### src/rtl/sd_blk_arbiter.sv
// rtl/sd_blk_arbiter.sv - round-robin arbiter sharing one SD block host channel between four drives
//
// Optional feature: define SD_ARB_TIMEOUT_EN to build in a per-grant watchdog
// that aborts a grant after TIMEOUT_CYCLES cycles and sets sticky timeout_err.
//
// Ports:
//   CLK           system clock, state updates on the falling edge
//   RESET_N       asynchronous active-low reset
//   drv_lba       per-drive requested LBA
//   drv_rd/drv_wr per-drive read/write request levels
//   drv_ack       per-drive ack (owner only)
//   drv_buff_din  per-drive buffer read data
//   drv_buff_wr   per-drive buffer write strobe (owner only)
//   sd_lba        host LBA, latched at grant
//   sd_rd/sd_wr   host read/write request (registered)
//   sd_ack        host ack
//   sd_buff_wr    host buffer write strobe
//   sd_buff_din   owner's buffer data, 0 outside a transfer
//   owner         current or last owner index
//   busy          arbiter not idle
//   timeout_err   sticky watchdog abort flag
module sd_blk_arbiter #(
    parameter logic [23:0] TIMEOUT_CYCLES = 24'd10_000_000
) (
    input  logic        CLK,
    input  logic        RESET_N,
    input  logic [31:0] drv_lba [4],
    input  logic [3:0]  drv_rd,
    input  logic [3:0]  drv_wr,
    output logic [3:0]  drv_ack,
    input  logic [7:0]  drv_buff_din [4],
    output logic [3:0]  drv_buff_wr,
    output logic [31:0] sd_lba,
    output logic        sd_rd,
    output logic        sd_wr,
    input  logic        sd_ack,
    input  logic        sd_buff_wr,
    output logic [7:0]  sd_buff_din,
    output logic [1:0]  owner,
    output logic        busy,
    output logic        timeout_err
);

    typedef enum logic [1:0] {S_IDLE, S_GRANT, S_XFER, S_RELEASE} state_t;

    state_t      state_q, state_d;
    logic [1:0]  ptr_q;
    logic [1:0]  owner_q;
    logic [31:0] sd_lba_q;
    logic        sd_rd_q, sd_wr_q;
    logic [3:0]  pending;
    logic        any_pending;
    logic [1:0]  pick;
    logic [1:0]  cand;
    logic        found;
    logic        owner_rd, owner_wr;
    logic        in_grant;
    logic        keep_req;
    logic        xfer_phase;
    logic [3:0]  owner_mask;
    logic        abort;

    assign pending     = drv_rd | drv_wr;
    assign any_pending = |pending;
    assign owner_rd    = drv_rd[owner_q];
    assign owner_wr    = drv_wr[owner_q];
    assign in_grant    = (state_q == S_GRANT) || (state_q == S_XFER);
    assign owner_mask  = 4'b0001 << owner_q;

    // First pending drive at or after ptr, wrapping modulo 4.
    always_comb begin
        pick  = ptr_q;
        cand  = ptr_q;
        found = 1'b0;
        for (int i = 0; i < 4; i++) begin
            cand = ptr_q + 2'(i);
            if (!found && pending[cand]) begin
                pick  = cand;
                found = 1'b1;
            end
        end
    end

`ifdef SD_ARB_TIMEOUT_EN
    logic [23:0] tmo_cnt_q;
    logic        tmo_err_q;

    assign abort       = in_grant && (tmo_cnt_q == TIMEOUT_CYCLES - 24'd1);
    assign timeout_err = tmo_err_q;

    // Counter is held at zero outside a grant, so it restarts on every GRANT entry.
    always_ff @(negedge CLK or negedge RESET_N) begin
        if (!RESET_N) begin
            tmo_cnt_q <= 24'd0;
            tmo_err_q <= 1'b0;
        end else begin
            if (in_grant && !abort) begin
                tmo_cnt_q <= tmo_cnt_q + 24'd1;
            end else begin
                tmo_cnt_q <= 24'd0;
            end
            if (abort) begin
                tmo_err_q <= 1'b1;
            end
        end
    end
`else
    assign abort       = 1'b0;
    // Tied low; the parameter only has an effect when the watchdog is built in.
    assign timeout_err = 1'b0 & (TIMEOUT_CYCLES == 24'd0);
`endif

    always_comb begin
        state_d = state_q;
        case (state_q)
            S_IDLE: begin
                if (any_pending && !sd_ack) begin
                    state_d = S_GRANT;
                end
            end
            S_GRANT: begin
                if (abort) begin
                    state_d = S_RELEASE;
                end else if (sd_ack) begin
                    state_d = S_XFER;
                end else if (!owner_rd && !owner_wr) begin
                    state_d = S_IDLE;
                end
            end
            S_XFER: begin
                if (abort || !sd_ack) begin
                    state_d = S_RELEASE;
                end
            end
            S_RELEASE: state_d = S_IDLE;
            default:   state_d = S_IDLE;
        endcase
    end

    // Host requests stay asserted only while the grant continues into the next cycle.
    assign keep_req = in_grant && ((state_d == S_GRANT) || (state_d == S_XFER));

    always_ff @(negedge CLK or negedge RESET_N) begin
        if (!RESET_N) begin
            state_q  <= S_IDLE;
            ptr_q    <= 2'd0;
            owner_q  <= 2'd0;
            sd_lba_q <= 32'd0;
            sd_rd_q  <= 1'b0;
            sd_wr_q  <= 1'b0;
        end else begin
            state_q <= state_d;
            if ((state_q == S_IDLE) && (state_d == S_GRANT)) begin
                owner_q  <= pick;
                sd_lba_q <= drv_lba[pick];
            end
            if (state_q == S_RELEASE) begin
                ptr_q <= owner_q + 2'd1;
            end
            sd_rd_q <= keep_req & owner_rd;
            sd_wr_q <= keep_req & owner_wr & ~owner_rd;
        end
    end

    // The ack can rise mid-cycle while still in GRANT; pass it (and any bytes)
    // through at once so the drive never misses a strobe.
    assign xfer_phase  = (state_q == S_XFER) || ((state_q == S_GRANT) && sd_ack);
    assign drv_ack     = xfer_phase ? (owner_mask & {4{sd_ack}})     : 4'b0000;
    assign drv_buff_wr = xfer_phase ? (owner_mask & {4{sd_buff_wr}}) : 4'b0000;
    assign sd_buff_din = xfer_phase ? drv_buff_din[owner_q] : 8'h00;

    assign sd_lba = sd_lba_q;
    assign sd_rd  = sd_rd_q;
    assign sd_wr  = sd_wr_q;
    assign owner  = owner_q;
    assign busy   = (state_q != S_IDLE);

endmodule
### config.mk
export PLATFORM = sky130hd
export DESIGN_NAME = sd_blk_arbiter
export DESIGN_NICKNAME = d
export VERILOG_FILES = /design/src/rtl/sd_blk_arbiter.sv
export SDC_FILE = /design/constraint.sdc
export NUM_CORES = 1
export LEC_CHECK = 0
export CORE_ASPECT_RATIO = 0.8
export CORE_UTILIZATION = 35
export CTS_CLUSTER_DIAMETER = 100
export DETAILED_ROUTE_END_ITERATION = 8
export HOLD_SLACK_MARGIN = 0.06
export PLACE_DENSITY = 0.92
export REMOVE_ABC_BUFFERS = 1
export SLEW_MARGIN = 20
export SYNTH_ARGS = -nofsm -noshare
export SYNTH_HDL_FRONTEND = slang
export SYNTH_SLANG_ARGS = --single-unit
### constraint.sdc
create_clock -name CLK -period 3.13 [get_ports CLK]
set_clock_uncertainty 0.1 [all_clocks]
set_input_delay 0.4695 -clock CLK [delete_from_list [all_inputs] [get_ports CLK]]
set_output_delay 0.4695 -clock CLK [all_outputs]
set_load 0.02 [all_outputs]
* Word level (Yosys, flattened, before mapping)
Cells that the tools add are included.
** Storage, ports and cells
- Register bits :: 40
- Input bits :: 172
- Output and inout port bits :: 54
- Word-level logic and storage cells :: 84
** Cells by class
- Add/subtract/negate cells :: 4
- $lt $le $gt $ge :: 7
- Eq/ne operators :: 5
- Shift-type cells :: 1
- Mux-type cells :: 32
- Bitwise operators :: 9
- Reduce and logical (&&, ||, !) cells :: 20
** Operators with widths (count)
- 32-bit binary-select mux with 2-bit select :: 1
- 32-bit 2-to-1 mux :: 2
- 8-bit 2-to-1 mux :: 3
- 8-bit binary-select mux with 2-bit select :: 1
- 2-bit by 3-bit < comparator with 1-bit output (second input constant) :: 5
- 2-bit 2-to-1 mux :: 7
- 1-bit binary-select mux with 2-bit select :: 6
- 1-bit 2-to-1 mux :: 9
- 4-bit AND :: 2
- 1-bit logical AND :: 8
- 4-bit 2-to-1 mux :: 2
- 2-bit one-hot mux with 4 select lines :: 1
- 2-bit == test (second input constant) :: 3
- 3-bit greater-or-equal comparator (second input constant) :: 2
- 1-bit zero test :: 6
- 2-bit inverter with 3-bit output :: 2
- 2-bit by 1-bit adder with 2-bit output (second input constant) :: 2
- 2-bit adder (second input constant) :: 2
- 2-bit by 1-bit == test with 1-bit output (second input constant) :: 2
- 4-bit bitwise OR :: 1
- 4-bit OR reduction :: 1
- 1-bit by 2-bit << shifter with 4-bit output (first input constant) :: 1
- 1-bit AND :: 3
- 1-bit logical OR :: 3
- other kinds (3) :: 3

* Logic depth before layout (Yosys ltp)
- Depth after elaboration :: 17
- Mapped depth :: 14
- Gate-level depth less buffers :: 11

==> flow_metrics.env <==
export IMPL_synth_area_um2=3000
export IMPL_avgSynthCellArea_um2=11.0
export IMPL_gp_routability_congestion=0.860
export IMPL_antennaDiodeCount=0
export IMPL_cp_num_buf_inv=4
export IMPL_rsz0062_at_grt="yes"
export IMPL_drc=0
export IMPL_viasPerCell=5.40
export IMPL_initial_core_util_pct=36.9
export IMPL_rrSetupSlack_ps=-70
export IMPL_failed_checks="setup timing"
export IMPL_cts_path_max_buffers=2
export IMPL_ff_latch_area_um2=1000
export IMPL_cp_common_cell="buf_6"
export IMPL_layout_nets=737
export IMPL_io_buffer_count=224
export IMPL_insertion_delay_ps=290
export IMPL_required_ps=1590
export IMPL_path_class="in2reg"
export IMPL_fillerInstances=538
export IMPL_numClockSinks=40
export IMPL_crit_path_end_kind="register"
export IMPL_min_path_type="reg2reg"
export IMPL_wl_met3_um=1020
export IMPL_ir_worst_vdd_v=0.000579
export IMPL_placed_cells=626
export IMPL_synth_ff_type="dfrtn_1"
export IMPL_yosysUniqueCellTypes=38
export IMPL_multi_input_area_um2=2160
export IMPL_cp_depth=12
export IMPL_grt_pass1_wl_um=19500
export IMPL_clkSlewWorstSetupHoldPaths_ps=50
export IMPL_dp_hpwl_um=8930
export IMPL_syn_inst=274
export IMPL_cp_top_family="compound AO/OA/AOI/OAI gates"
export IMPL_grt_pass1_vias=3817
export IMPL_drv_cap=0
export IMPL_dieArea_um2=8960
export IMPL_via_count=3591
export IMPL_r2r_cells=15
export IMPL_h_tree_depth=2
export IMPL_crit_end="sd_lba[9]$_DFFE_NN0P_"
export IMPL_timing_rr_end="sd_lba[9]$_DFFE_NN0P_"
export IMPL_fin_area_um2=6350
export IMPL_grt_antenna_before_repair=0
export IMPL_drv_slew=0
export IMPL_hold_ws_ps=328
export IMPL_syn2layout_area_growth_pct=111
export IMPL_async_flop_share_pct=100
export IMPL_wl_met1_um=4940
export IMPL_routed_wl_um=13700
export IMPL_ys_ff_latch=40
export IMPL_cts_buffers=5
export IMPL_drive_above_1_share_pct=41.1
export IMPL_io_pins=226
export IMPL_cts_root_buffer="clkbuf_8"
export IMPL_synth_edf_count=0
export IMPL_setup_viol=57
export IMPL_grt_max_degree=46
export IMPL_grt_overflow=0
export IMPL_outcome="finished, violations left"
export IMPL_cp_slowest_cell="mux4_2"
export IMPL_track_usage_pct=27.9
export IMPL_dr_wl_met2_um=7190
export IMPL_dp_slack_ps=-1620
export IMPL_worst_slack_ps=-902
export IMPL_cp_arrival_ps=2500
export IMPL_p_per_area_nw_per_um2=885
export IMPL_drt_iter0_markers=159
export IMPL_crit_path_start="drv_wr[3]"
export IMPL_synth_seq_area_share_pct=33.3
export IMPL_cts_tree="done"
export IMPL_die_h_um=84.8
export IMPL_core_area_um2=8130
export IMPL_ys_warn_count=0
export IMPL_route_top_layer_used="met4"
export IMPL_hold_viol=0
export IMPL_die_width_um=106
export IMPL_placed_area_um2=5560
export IMPL_rows=29
export IMPL_start_kind="primary input"
export IMPL_total_power_w=0.00562
export IMPL_p_leak_nw=2.85
export IMPL_final_cells=665
export IMPL_cp_cell_sequence="buf_6 > mux4_2 > o21a_1 > nor2_2 > o221a_1 > ha_4 > nand2_4 > buf_6 > buf_6 > buf_8 > nand2_2 > o221ai_2"
export IMPL_r2r_start="owner[0]$_DFFE_NN0P_"
export IMPL_max_stage_delay_ps=490
export IMPL_ant_nets=0
export IMPL_cp_max_fo=6
export IMPL_drt_pass1_iter_count=4
export IMPL_wire_per_inst_um=20.7
cell families (layout without fill, tap and decap cells):
logic type	Yosys count	in the layout	synth area share [%]
DFF	40	40	33.3
buffers and inverters	28	311	7.67
AOI/OAI and AO/OA	47	47	13.4
muxes	76	76	29.7
adders and majority gates	9	9	3.75
and+or+nand+nor	73	73	12.0
other	1	1	0.125
flip-flops by register name (all words and copies together) (netlist names):
signal   flops
sd_lba      32
owner        2
ptr_q        2
state_q      2
sd_rd        1
sd_wr        1
timing repair:
| item | in CTS | in global routing |
|---|---|---|
| buffers inserted | 20 | 12 |
| gates cloned | 4 | 1 |
| resized for setup | 301 | 94 |
| pin swaps | 12 | 17 |
| hold buffers | 0 | 0 |
| endpoints found under the setup margin | 91 | 84 |
per-stage QoR:
step	TNS, ps	utilization (%)
floorplan	-98130	-
global placement	-68220	68.4
detailed placement	-72020	68.4
CTS	-41430	76.4
global route	-45950	78.1
finish	-43410	78.1
how the worst min path moves through the flow:
stage	from	endpoint	slack (ps)	cells past startpoint
floorplan	ptr_q[0]$_DFFE_NN0N_	ptr_q[0]$_DFFE_NN0N_	420	1
global placement	sd_lba[30]$_DFFE_NN0P_	sd_lba[30]$_DFFE_NN0P_	330	2
detailed placement	sd_lba[6]$_DFFE_NN0P_	sd_lba[6]$_DFFE_NN0P_	330	2
CTS	sd_lba[6]$_DFFE_NN0P_	sd_lba[6]$_DFFE_NN0P_	340	2
global route	sd_lba[25]$_DFFE_NN0P_	sd_lba[25]$_DFFE_NN0P_	360	2
finish	sd_lba[6]$_DFFE_NN0P_	sd_lba[6]$_DFFE_NN0P_	330	2
area by class of cell:
| class | instances | share of cell area [%] |
|---|---|---|
| inverter | 6 | 0.394 |
| timing repair buffer | 297 | 46.2 |
| sequential | 40 | 15.8 |
| tap | 108 | 2.13 |
| clock buffer | 8 | 1.42 |
| multi-input combinational | 206 | 34.0 |
where the power goes:
group | total [W] | switching, W | internal, W
Sequential | 0.000953 | 0.000166 | 0.000787
Clock | 0.000361 | 0.000181 | 0.000180
Combinational | 0.00431 | 0.00205 | 0.00226
tightest hold or removal path, stage by stage, from the launching register on:
cell,delay [ps]
dfrtn_1,400
nand2_1,50
o221ai_1,60
metal layers:
metal,track usage (%),vias up
met4,9.22,0
met2,51.9,189
met1,30.8,1741
li1,-,1610
met3,7.83,51
met5,0,-
placed cells by master (no fill, tap or decap), drive strengths merged, types with 5 or more instances in the layout:
master,instances
clkdlybuf4s50,161
o221ai,35
ha,9
nor2,5
and2,8
dfrtn,40
mux4,10
inv,6
nand2,39
clkbuf,11
buf,127
mux2i,64
and3,8
cell usage after synthesis, drive strengths merged, types with 2 or more instances:
library cell,number,area [µm²]
mux2i,64,641
dfrtn,40,1000
nand2,39,146
o221ai,35,307
buf,13,174
mux4,10,229
clkbuf,9,33.8
ha,9,113
and2,8,50.1
and3,8,50.1
inv,6,22.5
nor2,5,28.8
o21ai,4,20.0
or2,4,27.5
nand3,3,15.0
mux2,2,22.5
nand2b,2,12.5
Power figures use the tool's default switching activity.
